$ cat src/rtl/apb_splitter.sv
// APB 1-to-N splitter: decodes the upper PADDR bits and runs one registered downstream transfer at a time.
// Optional ACCESS-phase timeout with sticky flag is built when APB_TIMEOUT_EN is defined.
module apb_splitter #(
   parameter int N_SLV   = 4,
   parameter int ADDR_W  = 5,
   parameter int DATA_W  = 8,
   parameter int SEL_W   = 2,
   parameter int TIMEOUT = 15
) (
   input  logic                    PCLK,
   input  logic                    PRESETn,
   input  logic                    PSEL,
   input  logic                    PENABLE,
   input  logic                    PWRITE,
   input  logic [ADDR_W-1:0]       PADDR,
   input  logic [DATA_W-1:0]       PWDATA,
   output logic [DATA_W-1:0]       PRDATA,
   output logic                    PREADY,
   output logic                    PSLVERR,
   output logic [N_SLV-1:0]        M_PSEL,
   output logic [ADDR_W-1:0]       M_PADDR,
   output logic [DATA_W-1:0]       M_PWDATA,
   output logic                    M_PENABLE,
   output logic                    M_PWRITE,
   input  logic [N_SLV*DATA_W-1:0] M_PRDATA,
   input  logic [N_SLV-1:0]        M_PREADY,
   output logic                    TIMEOUT_FLAG,
   input  logic                    FLAG_CLR,
   output logic                    BUSY
);

   localparam logic [1:0] S_IDLE   = 2'd0;
   localparam logic [1:0] S_SETUP  = 2'd1;
   localparam logic [1:0] S_ACCESS = 2'd2;
   localparam logic [1:0] S_RESP   = 2'd3;

   logic [1:0]        state_q, state_d;
   logic [SEL_W-1:0]  idx_q, idx_d;
   logic [N_SLV-1:0]  m_psel_q, m_psel_d;
   logic [ADDR_W-1:0] m_paddr_q, m_paddr_d;
   logic [DATA_W-1:0] m_pwdata_q, m_pwdata_d;
   logic              m_penable_q, m_penable_d;
   logic              m_pwrite_q, m_pwrite_d;
   logic [DATA_W-1:0] rdata_q, rdata_d;
   logic              err_q, err_d;
   logic              keep_q, keep_d;
   logic [SEL_W-1:0]  new_idx;
   logic [N_SLV-1:0]  new_onehot;
   logic [DATA_W-1:0] sel_rdata;
   logic              sel_ready;
   logic              resp_ok;
`ifdef APB_TIMEOUT_EN
   logic [7:0]        cnt_q, cnt_d;
   logic              flag_q, flag_d;
   logic              timeout_hit;
`endif

   assign new_idx = PADDR[ADDR_W-1 -: SEL_W];

   // Slave-side mux: only the currently addressed slave's ready/data matter.
   always_comb begin
      sel_rdata  = '0;
      sel_ready  = 1'b0;
      new_onehot = '0;
      for (int i = 0; i < N_SLV; i++) begin
         if (idx_q == SEL_W'(i)) begin
            sel_rdata = M_PRDATA[i*DATA_W +: DATA_W];
            sel_ready = M_PREADY[i];
         end
         if (new_idx == SEL_W'(i)) new_onehot[i] = 1'b1;
      end
   end

   always_comb begin
      state_d     = state_q;
      idx_d       = idx_q;
      m_psel_d    = m_psel_q;
      m_paddr_d   = m_paddr_q;
      m_pwdata_d  = m_pwdata_q;
      m_penable_d = m_penable_q;
      m_pwrite_d  = m_pwrite_q;
      rdata_d     = rdata_q;
      err_d       = err_q;
      keep_d      = keep_q;
`ifdef APB_TIMEOUT_EN
      cnt_d       = cnt_q;
      timeout_hit = 1'b0;
`endif
      case (state_q)
         S_IDLE: begin
            if (PSEL && !PENABLE) begin
               m_paddr_d  = PADDR;
               m_pwrite_d = PWRITE;
               m_pwdata_d = PWDATA;
               idx_d      = new_idx;
               rdata_d    = '0;
               keep_d     = 1'b1;
               if (32'(new_idx) < N_SLV) begin
                  m_psel_d = new_onehot;
                  err_d    = 1'b0;
                  state_d  = S_SETUP;
               end else begin
                  err_d    = 1'b1;
                  state_d  = S_RESP;
               end
            end
         end
         S_SETUP: begin
            if (!PSEL) keep_d = 1'b0;
            m_penable_d = 1'b1;
            state_d     = S_ACCESS;
`ifdef APB_TIMEOUT_EN
            cnt_d       = 8'd0;
`endif
         end
         S_ACCESS: begin
            // A master that gives up keeps the slave transfer legal but gets no PREADY.
            if (!PSEL) keep_d = 1'b0;
            if (sel_ready) begin
               rdata_d     = m_pwrite_q ? '0 : sel_rdata;
               err_d       = 1'b0;
               m_psel_d    = '0;
               m_penable_d = 1'b0;
               state_d     = S_RESP;
            end
`ifdef APB_TIMEOUT_EN
            else if (cnt_q + 8'd1 == 8'(TIMEOUT)) begin
               rdata_d     = '0;
               err_d       = 1'b1;
               m_psel_d    = '0;
               m_penable_d = 1'b0;
               timeout_hit = 1'b1;
               state_d     = S_RESP;
            end else begin
               cnt_d = cnt_q + 8'd1;
            end
`endif
         end
         default: begin
            state_d = S_IDLE;
         end
      endcase
   end

`ifdef APB_TIMEOUT_EN
   always_comb begin
      flag_d = flag_q;
      if (timeout_hit)   flag_d = 1'b1;
      else if (FLAG_CLR) flag_d = 1'b0;
   end
`endif

   always_ff @(posedge PCLK or negedge PRESETn) begin
      if (!PRESETn) begin
         state_q     <= S_IDLE;
         idx_q       <= '0;
         m_psel_q    <= '0;
         m_paddr_q   <= '0;
         m_pwdata_q  <= '0;
         m_penable_q <= 1'b0;
         m_pwrite_q  <= 1'b0;
         rdata_q     <= '0;
         err_q       <= 1'b0;
         keep_q      <= 1'b0;
`ifdef APB_TIMEOUT_EN
         cnt_q       <= 8'd0;
         flag_q      <= 1'b0;
`endif
      end else begin
         state_q     <= state_d;
         idx_q       <= idx_d;
         m_psel_q    <= m_psel_d;
         m_paddr_q   <= m_paddr_d;
         m_pwdata_q  <= m_pwdata_d;
         m_penable_q <= m_penable_d;
         m_pwrite_q  <= m_pwrite_d;
         rdata_q     <= rdata_d;
         err_q       <= err_d;
         keep_q      <= keep_d;
`ifdef APB_TIMEOUT_EN
         cnt_q       <= cnt_d;
         flag_q      <= flag_d;
`endif
      end
   end

`ifdef APB_TIMEOUT_EN
   assign TIMEOUT_FLAG = flag_q;
`else
   logic unused_flag_clr;
   assign unused_flag_clr = FLAG_CLR;
   assign TIMEOUT_FLAG    = 1'b0;
`endif

   assign resp_ok   = (state_q == S_RESP) && keep_q && PSEL;
   assign PREADY    = resp_ok;
   assign PRDATA    = resp_ok ? rdata_q : '0;
   assign PSLVERR   = resp_ok && err_q;
   assign M_PSEL    = m_psel_q;
   assign M_PADDR   = m_paddr_q;
   assign M_PWDATA  = m_pwdata_q;
   assign M_PENABLE = m_penable_q;
   assign M_PWRITE  = m_pwrite_q;
   assign BUSY      = (state_q != S_IDLE);

endmodule
$ cat config.mk
export PLATFORM = sky130hd
export DESIGN_NAME = apb_splitter
export DESIGN_NICKNAME = d
export VERILOG_FILES = /design/src/rtl/apb_splitter.sv
export SDC_FILE = /design/constraint.sdc
export NUM_CORES = 1
export LEC_CHECK = 0
export CORE_MARGIN = 1.5
export CORE_UTILIZATION = 45
export DETAILED_ROUTE_END_ITERATION = 10
export DONT_BUFFER_PORTS = 1
export GPL_TIMING_DRIVEN = 0
export HOLD_SLACK_MARGIN = 0.02
export PLACE_DENSITY = 0.71
export SYNTH_ARGS = -nofsm -noshare
export SYNTH_HDL_FRONTEND = slang
export SYNTH_SLANG_ARGS = --single-unit
$ cat constraint.sdc
create_clock -name PCLK -period 2.85 [get_ports PCLK]
set_input_delay 0.57 -clock PCLK [delete_from_list [all_inputs] [get_ports PCLK]]
set_output_delay 0.57 -clock PCLK [all_outputs]
set_load 0.02 [all_outputs]
; ---- After elaboration in Yosys (flattened, before gate mapping)
; Cells that the tools add are included.
[totals]
regBits = 33
input_bits = 55
out_inout_bits = 31
[op_classes]
eq_ne = 12
muxes = 30
reduce_logical = 18
[op_table]
columns = op, n
row1 = 8-bit two-way mux, 8
row2 = 8-bit case mux with 2 select lines, 1
row3 = 2-bit equality test (second input constant), 6
row4 = 1-bit two-way mux, 12
row5 = 4-bit two-way mux, 2
row6 = 4-bit case mux with 2 select lines, 1
row7 = 2-bit nonzero test, 4
row8 = 2-bit by 1-bit equality test with 1-bit output (second input constant), 3
row9 = 2-bit logical NOT, 3
row10 = 2-bit inequality test (second input constant), 3
row11 = 1-bit case mux with 2 select lines, 3
row12 = 2-bit case mux with 3 select lines, 1
row13 = 2-bit AND reduction, 3
row14 = 3-bit AND reduction, 2
row15 = 1-bit logical AND, 4
row16 = 2-bit two-way mux, 2
row17 = 2-bit OR reduction, 1
row18 = 1-bit logical NOT, 1

; ---- Logic depth before layout (Yosys ltp)
; Gate-level depths: netlist (run 1).
[depth]
depth_word = 8
ltp_mapped = 6
ltp_nobuf = 5

; ---- Least setup slack after synthesis (run 1)
; OpenSTA, ideal clock, no wires.
[synth_path]
kind = reg-to-reg
startpoint = register state_q[0]
endpoint = register m_psel_q[2], in the netlist M_PSEL[2]
setup_ns = 0.128
arrival_ns = 1.989
setup_slack_ns = 0.733
path_stages_with_launch = 7
period_less_slack_ns = 2.117
cell_sequence = dfrtp_1 > inv_1 > ha_1 > and2_1 > a222oi_1 > buf_6 > mux2_1
[synth_between]
elab_chain_cells = 3
[synth_rtl]
columns = element, line_no
row1 = start: declaration, 37  ; logic [1:0] state_q, state_d;
row2 = start signal: assignment, 170  ; state_q <= state_d;
row3 = 2-bit equality test / 2-bit logical NOT (equally long branches), 89  ; case (state_q)
row4 = 2-bit inequality test (no source line) / 2-bit nonzero test (equally long branches), -
row5 = 3-bit AND reduction (no source line), -
row6 = end signal: assignment, 172  ; m_psel_q <= m_psel_d;
row7 = end: declaration, 39  ; logic [N_SLV-1:0] m_psel_q, m_psel_d;
; Parallel ways exist; a longest one is shown, timed or not.
; A chain may end at the register's enable or synchronous reset.

; ---- Final worst setup path (run 1)
; Same ends and word-level chain as after synthesis.

==> results.cfg, run 1 <==
[clock_network]
tritoncts_num_sinks = 30
clkLatencyLatePin_ns = 0.32
h-tree-depth = 2
clkTransAtPathRegs_ns = 0.10
cts_max_path_buffers = 2
cts_tree = yes
cts-buffers-inserted = 5
cts_hold_buf = 1
post_cts.resized_instances = 0
cts-root-buf = clkbuf_4
post-cts-setup-buffers = 0

[power]
power.density_cell_area_mw_per_mm2 = 1110
p_leak_nw = 0.786
power.total_mw = 1.99
irDropWorstVdd_uv = 541

[sta]
fmax_ghz = 0.405
worst_clock_skew_ns = 0.00457
slew_viol_final = 0
fin_ws_ns = 0.379
max_slew.worst_pin.slew_ns = 0.802
setup_repair_after_global_routing_missed_its_margin = no
finalHoldViolations = 0
maxSlewHeadroom_pct = 46.6
crit_share_post_route_pct = 86.7
fin_tns_setup_ns = 0
whs_ns = 0.0483
setup_viol_count_final = 0
min_tclk_post_route_ns = 2.47

[synth]
synthArstFlopShare_pct = 100
syn-mean-instance-area_um2 = 12.6
synth-seq-cells = 30
netlist_top_cells_area = dfrtp_1 (46%), mux4_2 (12%), mux2_1 (10%)
postSynthCellCount = 130
synth.top_cell.area_share_pct = 46.0
top_flip_flop_cell_by_instance_count_after_synthesis = dfrtp_1
netlist-cell-type-count = 24
synth.yosys.warnings = 0
area_of_the_mapped_netlist_mm2 = 0.00163
netlist.top_cell.by_area = dfrtp_1
number_of_enable_type_register_cells_in_the_synthesized_netlist = 0
synth_common_cells = dfrtp_1 (30), mux2_1 (15), inv_1 (13)
fraction_of_the_yosys_area_taken_by_sequential_cells_pct = 46.0
post-synth-top-count-cell = dfrtp_1

[cells_and_area]
antenna_cells_inserted = 0
final_cell_area_mm2 = 0.00180
drive_above_1_share_pct = 17.9
post_layout_nonfiller_instances = 186
area_delta_synth_final_pct = 10.0
final_core_util_pct = 52.6
fillCellCount = 319
count_of_nets_after_finishing = 198

[placed_design]
post_placement_cell_area_mm2 = 0.00169
post-dp-hpwl_um = 2520
finalWeightedCongestion = 0.723
placedCellCount = 177
io_buffer_count = 0
placement.setup.worst_slack_ns = 0.404

[global_routing]
grtUsageTotal_pct = 17.1
first_pass_grt_wire_length_um = 5180
grt_antenna_before_repair = 0
number_of_global_route_vias_before_repair = 1111
grt_max_degree = 31
grt_overflow_total = 0

[critical_path]
crit_arrival_ns = 2.69
critical_path_class = flop to flop
crit_slowest_cell = a222oi_1
cp_slowest_stage_delay_ns = 0.70
crit_path_cell_trace = inv_1 > ha_1 > nand3b_1 > a222oi_1 > buf_6 > mux2_1
cp-start-kind = flop
critPathCaptureType = flop
critical_path_required_ns = 3.07
critical_path_peak_fanout = 10

[job]
maxCapViolations = 0

[detailed_routing]
final_antenna_net_count = 0
routed_via_density = 5.50
drcViolationCount = 0
number_of_iterations_in_the_first_detailed_routing_pass = 4
detailed_route_via_count = 1023
drt_iter0_drc = 24
totalWireLength_um = 3270
wire_per_inst_um = 17.6

[run_status]
outcome = complete, no violations

[die]
design.die.area_mm2 = 0.00400
placementRows = 21
fp.coreArea_mm2 = 0.00342
initial_utilization_pct = 47.8
die_w_um = 63.2
num_io_pins = 86
die_h_um = 63.2

[hold_path]
classification_of_the_worst_slack_hold_path = input pin to asynchronous set/reset pin
==> layer usage <==
layer	global-route usage (%)	vias up	share of wire [%]
met4	7.07	0	1.2
met3	9.29	6	11
li1	-	467	-
met5	0	-	0
met1	18.3	503	37
met2	28.2	47	50
==> worst paths after layout <==
check	depth (start not counted)	slack [ns]	startpoint	to
setup / recovery	6	0.38	state_q[0]	M_PSEL[2]
hold / removal	1	0.05	PRESETn	M_PENABLE
setup reg to reg	6	0.38	state_q[0]	M_PSEL[2]
hold reg to reg	2	0.51	rdata_q[4]	rdata_q[4]
max in group asynchronous	1	2.64	PRESETn	M_PWDATA[5]
min in group PCLK	1	0.37	PWDATA[2]	M_PWDATA[2]
==> registers in the layout, summed over array words and instances, names as in the netlist <==
signal / flops
rdata_q: 8
M_PWDATA: 8
state_q: 2
M_PADDR: 3
M_PENABLE: 1
idx_q: 2
M_PWRITE: 1
keep_q: 1
M_PSEL: 4
==> power by group <==
part           switching [mW]  internal, mW
logic                   0.381         0.395
registers               0.281         0.597
clock network           0.155         0.184
total                   0.817          1.18
==> final cells by class <==
type,instances,area [um^2],area share [%]
Buffer,8,46.3,2.58
Clock buffer,5,37.5,2.09
Clock inverter,3,45.0,2.51
Inverter,13,48.8,2.72
Multi-Input combinational cell,80,790,44.0
Sequential cell,30,751,41.8
Tap cell,46,57.6,3.21
Timing Repair Buffer,1,20.0,1.11
==> cell families after synthesis <==
logic type	Yosys count	share of synthesized area (%)
multiplexers	38	31.6
AND/OR/NAND/NOR	30	10.4
flip-flops	30	46.0
buffers and inverters	21	5.83
AO/OA/AOI/OAI	6	2.91
adder cells (fa/ha/maj)	4	3.07
other	1	0.230
==> critical path: cells and delay by family, from the launching register on <==
| kind | cells | cell delay (ns) |
|---|---|---|
| compound gates | 1 | 0.70 |
| fa+ha+maj | 1 | 0.26 |
| buf+inv | 2 | 0.37 |
| flops | 1 | 0.42 |
| mux | 1 | 0.33 |
| simple gates | 1 | 0.27 |
==> cells in the final DEF, fill, tap and decap left out, types with 2 or more instances in the layout <==
cell type,count
clkinvlp_4,2
clkbuf_4,5
inv_1,13
mux4_2,9
o2bb2ai_1,2
clkbuf_1,4
nor3b_1,3
mux2_1,15
mux2i_1,11
nand2b_1,2
buf_4,2
a222oi_1,2
ha_1,4
nand2_1,10
and2_1,9
nor2b_1,2
conb_1,2
o21ai_0,2
dfrtp_1,30
mux2_2,3
Note: power is estimated with default switching activity, not from simulation.
==> run 2, diff against run 1 <==
PLACE_DENSITY = 0.67   (was 0.71)
==> results.cfg, run 2 (synthesized netlist as in run 1, its figures left out) <==
[run_status]
outcome = complete, no violations

[global_routing]
use_met2_pct = 30.9
grt_overflow_total = 0
grt_max_degree = 31
grt_antenna_before_repair = 0
gr-max-usage-layer = met2
first_pass_grt_wire_length_um = 5350
grt_util_met1_pct = 20.0
number_of_global_route_vias_before_repair = 1107
use_met3_pct = 5.36
grtUsageTotal_pct = 18.1

[power]
power.total_mw = 1.93
p_switching_uw = 824
clock_power_share_pct = 13.8
power.density_cell_area_mw_per_mm2 = 1090
share_comb_of_total_power_pct = 40.8
p_leak_nw = 0.783
irDropWorstVdd_uv = 619
pwr-share-seq_pct = 45.4
p_int_mw = 1.11
switching_share_pct = 42.6

[sta]
whs_ns = 0.0505
maxSlewHeadroom_pct = 50.2
min_tclk_post_route_ns = 2.40
crit_share_post_route_pct = 84.3
fmax_ghz = 0.416
setup_viol_count_final = 0
fin_ws_ns = 0.447
setup_repair_after_global_routing_missed_its_margin = no
worst_clock_skew_ns = 0.00994
finalHoldViolations = 0
fin_tns_setup_ns = 0
max_slew.worst_pin.slew_ns = 0.747
slew_viol_final = 0

[detailed_routing]
wire_per_inst_um = 18.5
drt_iter0_drc = 34
detailed_route_via_count = 1049
final_antenna_net_count = 0
drcViolationCount = 0
routed_via_density = 5.64
totalWireLength_um = 3450
number_of_iterations_in_the_first_detailed_routing_pass = 5

[critical_path]
critical_path_required_ns = 3.07
crit_arrival_ns = 2.63
r2r_setup_slack_ns = 0.45
critical_path_class = flop to flop
critPathCaptureType = flop
worst_r2r_path_depth = 6
critical_path_peak_fanout = 10
worst_r2r_endpoint = M_PSEL[2]
critical_path.reg2reg.startpoint = state_q[1]
worstSetupStartpoint = state_q[1]
cp-start-kind = flop

[cells_and_area]
count_of_nets_after_finishing = 198
layout_common_cells = dfrtp_1 (30), mux2_1 (15), inv_1 (13)
mostFrequentLayoutCell = dfrtp_1
multi_input_combinational_cell_area_um2 = 790
fillCellCount = 313
post_layout_nonfiller_instances = 186
footprint_of_the_flip_flops_and_latches_um2 = 751
drive_above_1_share_pct = 17.9
antenna_cells_inserted = 0
final_cell_area_mm2 = 0.00178
area_delta_synth_final_pct = 8.90
final_core_util_pct = 52.0

[die]
fp.coreArea_mm2 = 0.00342
design.die.area_mm2 = 0.00400
initial_utilization_pct = 47.8
die_h_um = 63.2
placementRows = 21
die_w_um = 63.2
num_io_pins = 86

[clock_network]
tritoncts_num_sinks = 30
post-cts-setup-buffers = 0
clkTransAtPathRegs_ns = 0.10
h-tree-depth = 2
cts-buffers-inserted = 5
cts_tree = yes
clkLatencyLatePin_ns = 0.33
cts_max_path_buffers = 2
cts-root-buf = clkbuf_4

[placed_design]
io_buffer_count = 0
post_placement_cell_area_mm2 = 0.00169
placedCellCount = 177
placement.setup.worst_slack_ns = 0.440
finalWeightedCongestion = 0.788
post-dp-hpwl_um = 2580

[hold_path]
classification_of_the_worst_slack_hold_path = input pin to asynchronous set/reset pin

[job]
maxCapViolations = 0
-- run 2: power groups by stage --
stage	Clock, mW	Combinational (mW)	Sequential [mW]
CTS	0.279	0.805	0.880
finish	0.267	0.789	0.878
floorplan	0	0.656	0.848
detailed placement	0	0.793	0.886
global route	0.302	0.873	0.901
global placement	0	0.755	0.881
-- run 2: per-layer routing --
layer | part of all wire, % | routed length [um]
met5 | 0 | 0
met4 | 1.9 | 65
met3 | 8.5 | 292
met2 | 51 | 1750
met1 | 39 | 1330
-- run 2: worst max-delay path by stage --
stage / to / cells past startpoint
finish: M_PSEL[2] / 6
floorplan: M_PSEL[2] / 6
global placement: M_PSEL[2] / 6
CTS: M_PSEL[2] / 6
detailed placement: M_PSEL[2] / 6
global route: M_PSEL[2] / 6
-- run 2: critical path: stages (launching register included) --
cell      delay (ns)
dfrtp_1         0.43
inv_1           0.11
ha_1            0.25
nand3b_1        0.25
a222oi_1        0.65
buf_6           0.26
mux2_1          0.33
-- run 2: cell type report --
type / instances / share of cell area, %
Inverter: 13 / 2.75
Timing Repair Buffer: 1 / 1.13
Sequential cell: 30 / 42.3
Tap cell: 46 / 3.24
Multi-Input combinational cell: 80 / 44.4
Clock buffer: 6 / 2.89
Clock inverter: 2 / 0.704
Buffer: 8 / 2.61
-- run 2: what timing repair did --
action | in CTS | in global routing
endpoints found under the hold margin | 30 | 0
hold buffers | 1 | 0
resized for setup | 0 | 0
